<file path="config.mk">
export PLATFORM = sky130hd
export DESIGN_NAME = bcd_calc_sequencer
export DESIGN_NICKNAME = d
export VERILOG_FILES = /design/src/rtl/bcd_calc_sequencer.sv
export SDC_FILE = /design/constraint.sdc
export NUM_CORES = 1
export LEC_CHECK = 0
export CAP_MARGIN = 20
export CORE_UTILIZATION = 25
export DETAILED_ROUTE_END_ITERATION = 10
export SETUP_SLACK_MARGIN = 0.15
export SLEW_MARGIN = 5
export SYNTH_ARGS = -nofsm -noshare
export SYNTH_HDL_FRONTEND = slang
export SYNTH_SLANG_ARGS = --single-unit
export TNS_END_PERCENT = 100
</file>
<file path="constraint.sdc">
create_clock -name clk -period 4.28 [get_ports clk]
set_clock_uncertainty 0.15 [all_clocks]
set_input_delay 0.856 -clock clk [delete_from_list [all_inputs] [get_ports clk]]
set_output_delay 0.856 -clock clk [all_outputs]
set_load 0.01 [all_outputs]
</file>
<file path="src/rtl/bcd_calc_sequencer.sv">
// Sequencing controller for the lab calculator: captures one BCD operand pair on a start edge,
// runs add/subtract in one cycle or multiply by repeated BCD addition, and presents registered status.
module bcd_calc_sequencer #(
    parameter logic [2:0] OP_ADD = 3'b010,
    parameter logic [2:0] OP_SUB = 3'b100,
    parameter logic [2:0] OP_MUL = 3'b111
) (
    input  logic       clk,
    input  logic       rst_n,
    input  logic       start,
    input  logic [3:0] num1_bcd,
    input  logic [3:0] num2_bcd,
    input  logic [2:0] operation,
    output logic [7:0] result_bcd,
    output logic       neg,
    output logic       err,
    output logic       busy,
    output logic       done
);

    typedef enum logic [1:0] {
        S_IDLE = 2'd0,
        S_EXEC = 2'd1,
        S_DONE = 2'd2
    } state_t;

    state_t     state_q, state_d;
    logic       start_q;
    logic [3:0] a_q, a_d;
    logic [3:0] b_q, b_d;
    logic [2:0] op_q, op_d;
    logic [7:0] acc_q, acc_d;
    logic [3:0] cnt_q, cnt_d;
    logic [7:0] result_q, result_d;
    logic       neg_q, neg_d;
    logic       err_q, err_d;
    logic       busy_q, busy_d;
    logic       done_q, done_d;

    logic       start_edge;
    logic       req_invalid;
    logic [4:0] add_sum;
    logic [7:0] add_bcd;
    logic [3:0] sub_mag;
    logic [4:0] mul_ones_sum;
    logic [7:0] mul_step;

    assign start_edge  = start & ~start_q;
    assign req_invalid = (a_q > 4'd9) || (b_q > 4'd9) ||
                         !((op_q == OP_ADD) || (op_q == OP_SUB) || (op_q == OP_MUL));

    // Datapath helpers: single-digit BCD sum, subtract magnitude, and one multiply step.
    always_comb begin
        add_sum = {1'b0, a_q} + {1'b0, b_q};
        if (add_sum > 5'd9) begin
            add_bcd = {4'd1, add_sum[3:0] - 4'd10};
        end else begin
            add_bcd = {4'd0, add_sum[3:0]};
        end

        sub_mag = (a_q >= b_q) ? (a_q - b_q) : (b_q - a_q);

        mul_ones_sum = {1'b0, acc_q[3:0]} + {1'b0, a_q};
        if (mul_ones_sum > 5'd9) begin
            mul_step = {acc_q[7:4] + 4'd1, mul_ones_sum[3:0] - 4'd10};
        end else begin
            mul_step = {acc_q[7:4], mul_ones_sum[3:0]};
        end
    end

    // NOTE: every next-state signal gets its hold value first so no path leaves it unassigned (no latches).
    always_comb begin
        state_d  = state_q;
        a_d      = a_q;
        b_d      = b_q;
        op_d     = op_q;
        acc_d    = acc_q;
        cnt_d    = cnt_q;
        result_d = result_q;
        neg_d    = neg_q;
        err_d    = err_q;
        done_d   = 1'b0;

        case (state_q)
            S_IDLE: begin
                if (start_edge) begin
                    a_d     = num1_bcd;
                    b_d     = num2_bcd;
                    op_d    = operation;
                    acc_d   = 8'h00;
                    cnt_d   = num2_bcd;
                    state_d = S_EXEC;
                end
            end

            S_EXEC: begin
                if (req_invalid) begin
                    result_d = 8'h00;
                    neg_d    = 1'b0;
                    err_d    = 1'b1;
                    done_d   = 1'b1;
                    state_d  = S_DONE;
                end else if (op_q == OP_ADD) begin
                    result_d = add_bcd;
                    neg_d    = 1'b0;
                    err_d    = 1'b0;
                    done_d   = 1'b1;
                    state_d  = S_DONE;
                end else if (op_q == OP_SUB) begin
                    result_d = {4'd0, sub_mag};
                    neg_d    = (a_q < b_q);
                    err_d    = 1'b0;
                    done_d   = 1'b1;
                    state_d  = S_DONE;
                end else if (cnt_q != 4'd0) begin
                    // Multiply: one BCD accumulation of A per remaining count of B.
                    acc_d = mul_step;
                    cnt_d = cnt_q - 4'd1;
                end else begin
                    result_d = acc_q;
                    neg_d    = 1'b0;
                    err_d    = 1'b0;
                    done_d   = 1'b1;
                    state_d  = S_DONE;
                end
            end

            S_DONE: begin
                state_d = S_IDLE;
            end

            default: begin
                state_d = S_IDLE;
            end
        endcase

        busy_d = (state_d != S_IDLE);
    end

    // NOTE: sequential state uses non-blocking assignments so all registers update from the same pre-edge values.
    always_ff @(posedge clk or negedge rst_n) begin
        if (!rst_n) begin
            state_q  <= S_IDLE;
            start_q  <= 1'b1;
            a_q      <= 4'd0;
            b_q      <= 4'd0;
            op_q     <= 3'd0;
            acc_q    <= 8'h00;
            cnt_q    <= 4'd0;
            result_q <= 8'h00;
            neg_q    <= 1'b0;
            err_q    <= 1'b0;
            busy_q   <= 1'b0;
            done_q   <= 1'b0;
        end else begin
            state_q  <= state_d;
            start_q  <= start;
            a_q      <= a_d;
            b_q      <= b_d;
            op_q     <= op_d;
            acc_q    <= acc_d;
            cnt_q    <= cnt_d;
            result_q <= result_d;
            neg_q    <= neg_d;
            err_q    <= err_d;
            busy_q   <= busy_d;
            done_q   <= done_d;
        end
    end

    assign result_bcd = result_q;
    assign neg        = neg_q;
    assign err        = err_q;
    assign busy       = busy_q;
    assign done       = done_q;

endmodule
</file>
* Word level (Yosys, flattened, before mapping)
Index checks and enable logic that the tools add are counted.
** Cells by class
- Equal/unequal tests :: 11
- Multiplexer cells :: 37
- Magnitude comparators :: 6
- Bitwise operators :: 2
- Reduce and logical (&&, ||, !) cells :: 13
- Add/subtract/negate cells :: 8
** Operators with widths (number)
- 8-bit two-way mux :: 10
- 4-bit two-way mux :: 6
- 8-bit one-hot mux with 2 select lines :: 1
- 1-bit two-way mux :: 12
- 2-bit inequality test, second input constant :: 6
- 4-bit by 4-bit adder with 5-bit output :: 2
- 5-bit by 4-bit > comparator with 1-bit output, second input constant :: 2
- 2-bit two-way mux :: 5
- 4-bit > comparator, second input constant :: 2
- 4-bit one-hot mux with 2 select lines :: 1
- 4-bit subtractor :: 2
- 4-bit subtractor, second input constant :: 2
- 7-bit AND reduction :: 1
- 3-bit equality test, second input constant :: 2
- 6-bit AND reduction :: 1
- 5-bit two-way mux :: 1
- 4-bit by 1-bit adder with 4-bit output, second input constant :: 1
- 4-bit greater-or-equal comparator :: 1
- 1-bit logical OR :: 4
- 4-bit < comparator :: 1
- 4-bit inequality test, second input constant :: 1
- 2-bit one-hot mux with 2 select lines :: 1
- 2-bit AND reduction :: 2
- 2-bit nonzero test :: 2
- other kinds (8) :: 8
** Word-level totals
- Register bits after elaboration :: 38
- Output and inout port bits :: 12
- Bits of input ports :: 14

* Logic depth before layout (Yosys ltp)
- Depth in word-level cells :: 8
- Gate-level depth with buffers :: 10
- Mapped depth without buffers :: 10

* Worst setup path before layout
Ideal clock, no wire load.
- Path type :: register to register
- Start :: register a_q[0]
- End :: register result_q[3], in the netlist result_bcd[3]
- Cell stages (with the launch flop) :: 10
- Library setup time :: 0.121 ns
- Buffers on the path :: 0
- Clock period less this slack :: 2.462 ns
- Data arrival time :: 2.190 ns
- Setup slack :: 1.818 ns
- Cells stage by stage :: dfrtp_1 -> inv_1 -> ha_1 -> inv_1 -> fa_1 -> a21o_1 -> a21oi_1 -> a211oi_1 -> or3_1 -> a32o_2
** Between the ends
- Cells in the longest elaborated chain, start to end :: 5
** Ends and longest elaborated chain
- from (decl) :: RTL line 29 : logic [3:0] a_q, a_d;
- from (signal assigned) :: RTL line 145 : a_q <= 4'd0;
- from (signal assigned) :: RTL line 158 : a_q <= a_d;
- 4-bit by 4-bit adder with 5-bit output, or another cell as far along :: RTL line 54 : add_sum = {1'b0, a_q} + {1'b0, b_q};
- 4-bit subtractor, or another cell as far along :: RTL line 56 : add_bcd = {4'd1, add_sum[3:0] - 4'd10};
- 5-bit two-way mux, or another cell as far along :: RTL line 55 : if (add_sum > 5'd9) begin
- 8-bit two-way mux or 4-bit inequality test (tied branches)
- 8-bit two-way mux or 2-bit AND reduction (tied branches)
- to (signal assigned) :: RTL line 163 : result_q <= result_d;
- to (decl) :: RTL line 34 : logic [7:0] result_q, result_d;
Several ways; a longest one is shown, not always the timed one.
A chain may end at the register's enable or synchronous reset.

* Final worst setup path
Ends and elaborated chain as after synthesis.

==> reports/metrics.cfg <==
[status]
outcome=completed

[cts]
numClockSinks=38
holdBufCountCts=0
clk_path_buf_depth=2
numCtsBuffers=5
postCtsSetupRepairBufs=0
insertion_delay_ns=0.29
h-tree-depth=2
cts_resized=0
cts_tree=built
cts_root_buf=clkbuf_8
path_clk_slew_ns=0.07

[grt]
grt_pass1_vias=1975
grt-ovfl-total=0
antenna_found_initial=0
grt_first_pass_wirelength_um=9660
track_usage=0.119
grt_start_max_net_pins=39

[floorplan]
die-area_um2=10600
fp.dieW_um=103
start_util=0.259
core-area_um2=9820
rows=36
ioPinCount=26
die_y_um=103

[logic_synthesis]
yosys.area.top_type_share=0.364
yosysSeqAreaShare=0.374
syn_inst=292
ys_warn_count=0
synth_edf_count=0
synth_nets=329
syn_area_per_cell_um2=8.71
synth-main-ff-cell=dfrtp_1
mappedNetlistArea_um2=2540
synth_cell_types=55
async_flop_share=1.00
yosysTopAreaCell=dfrtp_1
synth_seq_cells=38
synthTopCellsByArea=dfrtp_1, ha_1, nand2_1

[final_layout]
stdcell_count=447
layout-drive-gt1-share=0.0478
syn_to_final_growth_pct=18.8
utilization=0.308
finalInstanceArea_um2=3020
num_antenna_cells=0
nNetsFinal=350

[timing]
maxSlewViolCount=0
hold_violations=0
tns_ns=0
setup_violations=0
tightest_slew_ns=1.00
slew_headroom=0.328
finalCritPeriodShare=0.634
max_freq_mhz=368
grt_setup_unrepaired=no
holdWs_ns=0.332
finalCriticalPeriod_ns=2.71

[pwr]
p_leak_nw=1.31
ir_worst_vdd_v=0.000156
powerDensity_nw_per_um2=452

[setup_path]
cpMaxStageDelayCell=dfrtp_1
critPathArrivalTime_ns=2.73
worst-path-buf-inv=2
start_kind=flop
cp_common_cell=inv_1
critPathKind=flop to flop
critPathCaptureType=flop
path_cells=inv_1, ha_1, inv_1, fa_1, a21o_1, a21oi_1, a211oi_1, or3_1, a32o_2
cp_top_family=compound AO/OA/AOI/OAI gates
cp_max_fo=4
cp.required_ns=4.30
critPathMaxStageDelay_ns=0.43

[place]
placed_area_um2=2910
dpl.hpwl_um=4570
port_buffers=25
gp_congestion=0.839
placed_cells=439

[route]
drt-initial-drc-count=92
wl_met3_um=247
routed-via-count=2104
route.detailed.drc=0
dr.pass1.iters=4
wl_met2_um=2710
met1Wirelength_um=2900
wl_um=5920
ant_nets=0
dr.max_layer_used=met4
routed_via_density=4.71
post_drt_wl_per_cell_um=13.2

[flow_run]
maxCapViolations=0

[worst_hold_path]
hold_class=flop to flop

cells in the mapped netlist (all sizes together) (4+ instances only):
cell type,count
nand2,44
nor3,6
dfrtp,37
inv,23
ha,19
a21o,5
xnor2,5
a21oi,17
nand3,7
buf,5
and2,4
fa,4
clkbuf,7
nor2,16
nand2b,4
a32o,4
a22o,4
o21ai,35
or3,4
worst min-delay path, cell delays in order, from the launching register on:
cell     delay, ns
dfrtp_1       0.34
nand2_1       0.05
o21ai_1       0.06
cell type report:
cell class | instances | area, um^2
fillers | 1062 | 6800
flip-flops and latches | 38 | 952
inverters | 24 | 90.1
multi-input cells | 218 | 1450
clock buffers | 7 | 86.3
well taps | 133 | 166
clock inverters | 1 | 30.0
repair buffers | 26 | 253
sequential cells by signal, indices dropped and copies added, names as in the netlist, 2 cells and up:
name        flops
result_bcd      8
b_q             4
acc_q           8
op_q            3
state_q         2
cnt_q           4
a_q             4
cell usage in the layout, fill, tap and decap left out, types with 4 or more instances in the layout:
cell             instances
fa_1                     4
ha_1                    19
o21ai_0                 13
nor2_1                  16
clkbuf_8                 6
or3_1                    4
nand2_1                 44
dfrtp_1                 37
o21ai_1                 22
nand2b_1                 4
xnor2_1                  5
a21oi_1                 17
nand3_1                  7
inv_1                   22
a22o_1                   4
nor3_1                   5
a21o_1                   5
clkdlybuf4s50_1         24
routing by layer:
metal	up-vias	GRT usage
met3	6	0.0244
met2	42	0.190
li1	1066	-
met1	990	0.167
met4	0	0.0249
met5	-	0
final timing paths:
| check | startpoint | endpoint | slack (ns) | cells after the start |
|---|---|---|---|---|
| max | a_q[0] | result_bcd[3] | 1.57 | 9 |
| max in group asynchronous | rst_n | a_q[0] | 2.91 | 1 |
| min reg2reg | result_bcd[7] | result_bcd[7] | 0.33 | 2 |
| min | result_bcd[7] | result_bcd[7] | 0.33 | 2 |
| min in group asynchronous | rst_n | result_bcd[1] | 0.53 | 1 |
| max reg2reg | a_q[0] | result_bcd[3] | 1.57 | 9 |
logic make-up after synthesis:
logic type,share of synthesized area
adder cells (fa/ha/maj),0.125
XOR/XNOR,0.0275
AND/OR/NAND/NOR,0.189
flip-flops,0.374
multiplexers,0.0162
AO/OA/AOI/OAI,0.208
buffers and inverters,0.0600
metrics by stage:
step | setup slack, ns | power [mW]
global route | 1.36 | 1.47
floorplan | 1.82 | 0.890
detailed placement | 1.60 | 1.05
global placement | 1.60 | 1.04
CTS | 1.58 | 1.37
finish | 1.57 | 1.37
power by group:
group	internal, mW	switching, mW	leakage, nW
Combinational	0.241	0.332	0.751
Sequential	0.414	0.0612	0.496
Clock	0.190	0.128	0.0585
(Power assumes the default switching activity.)
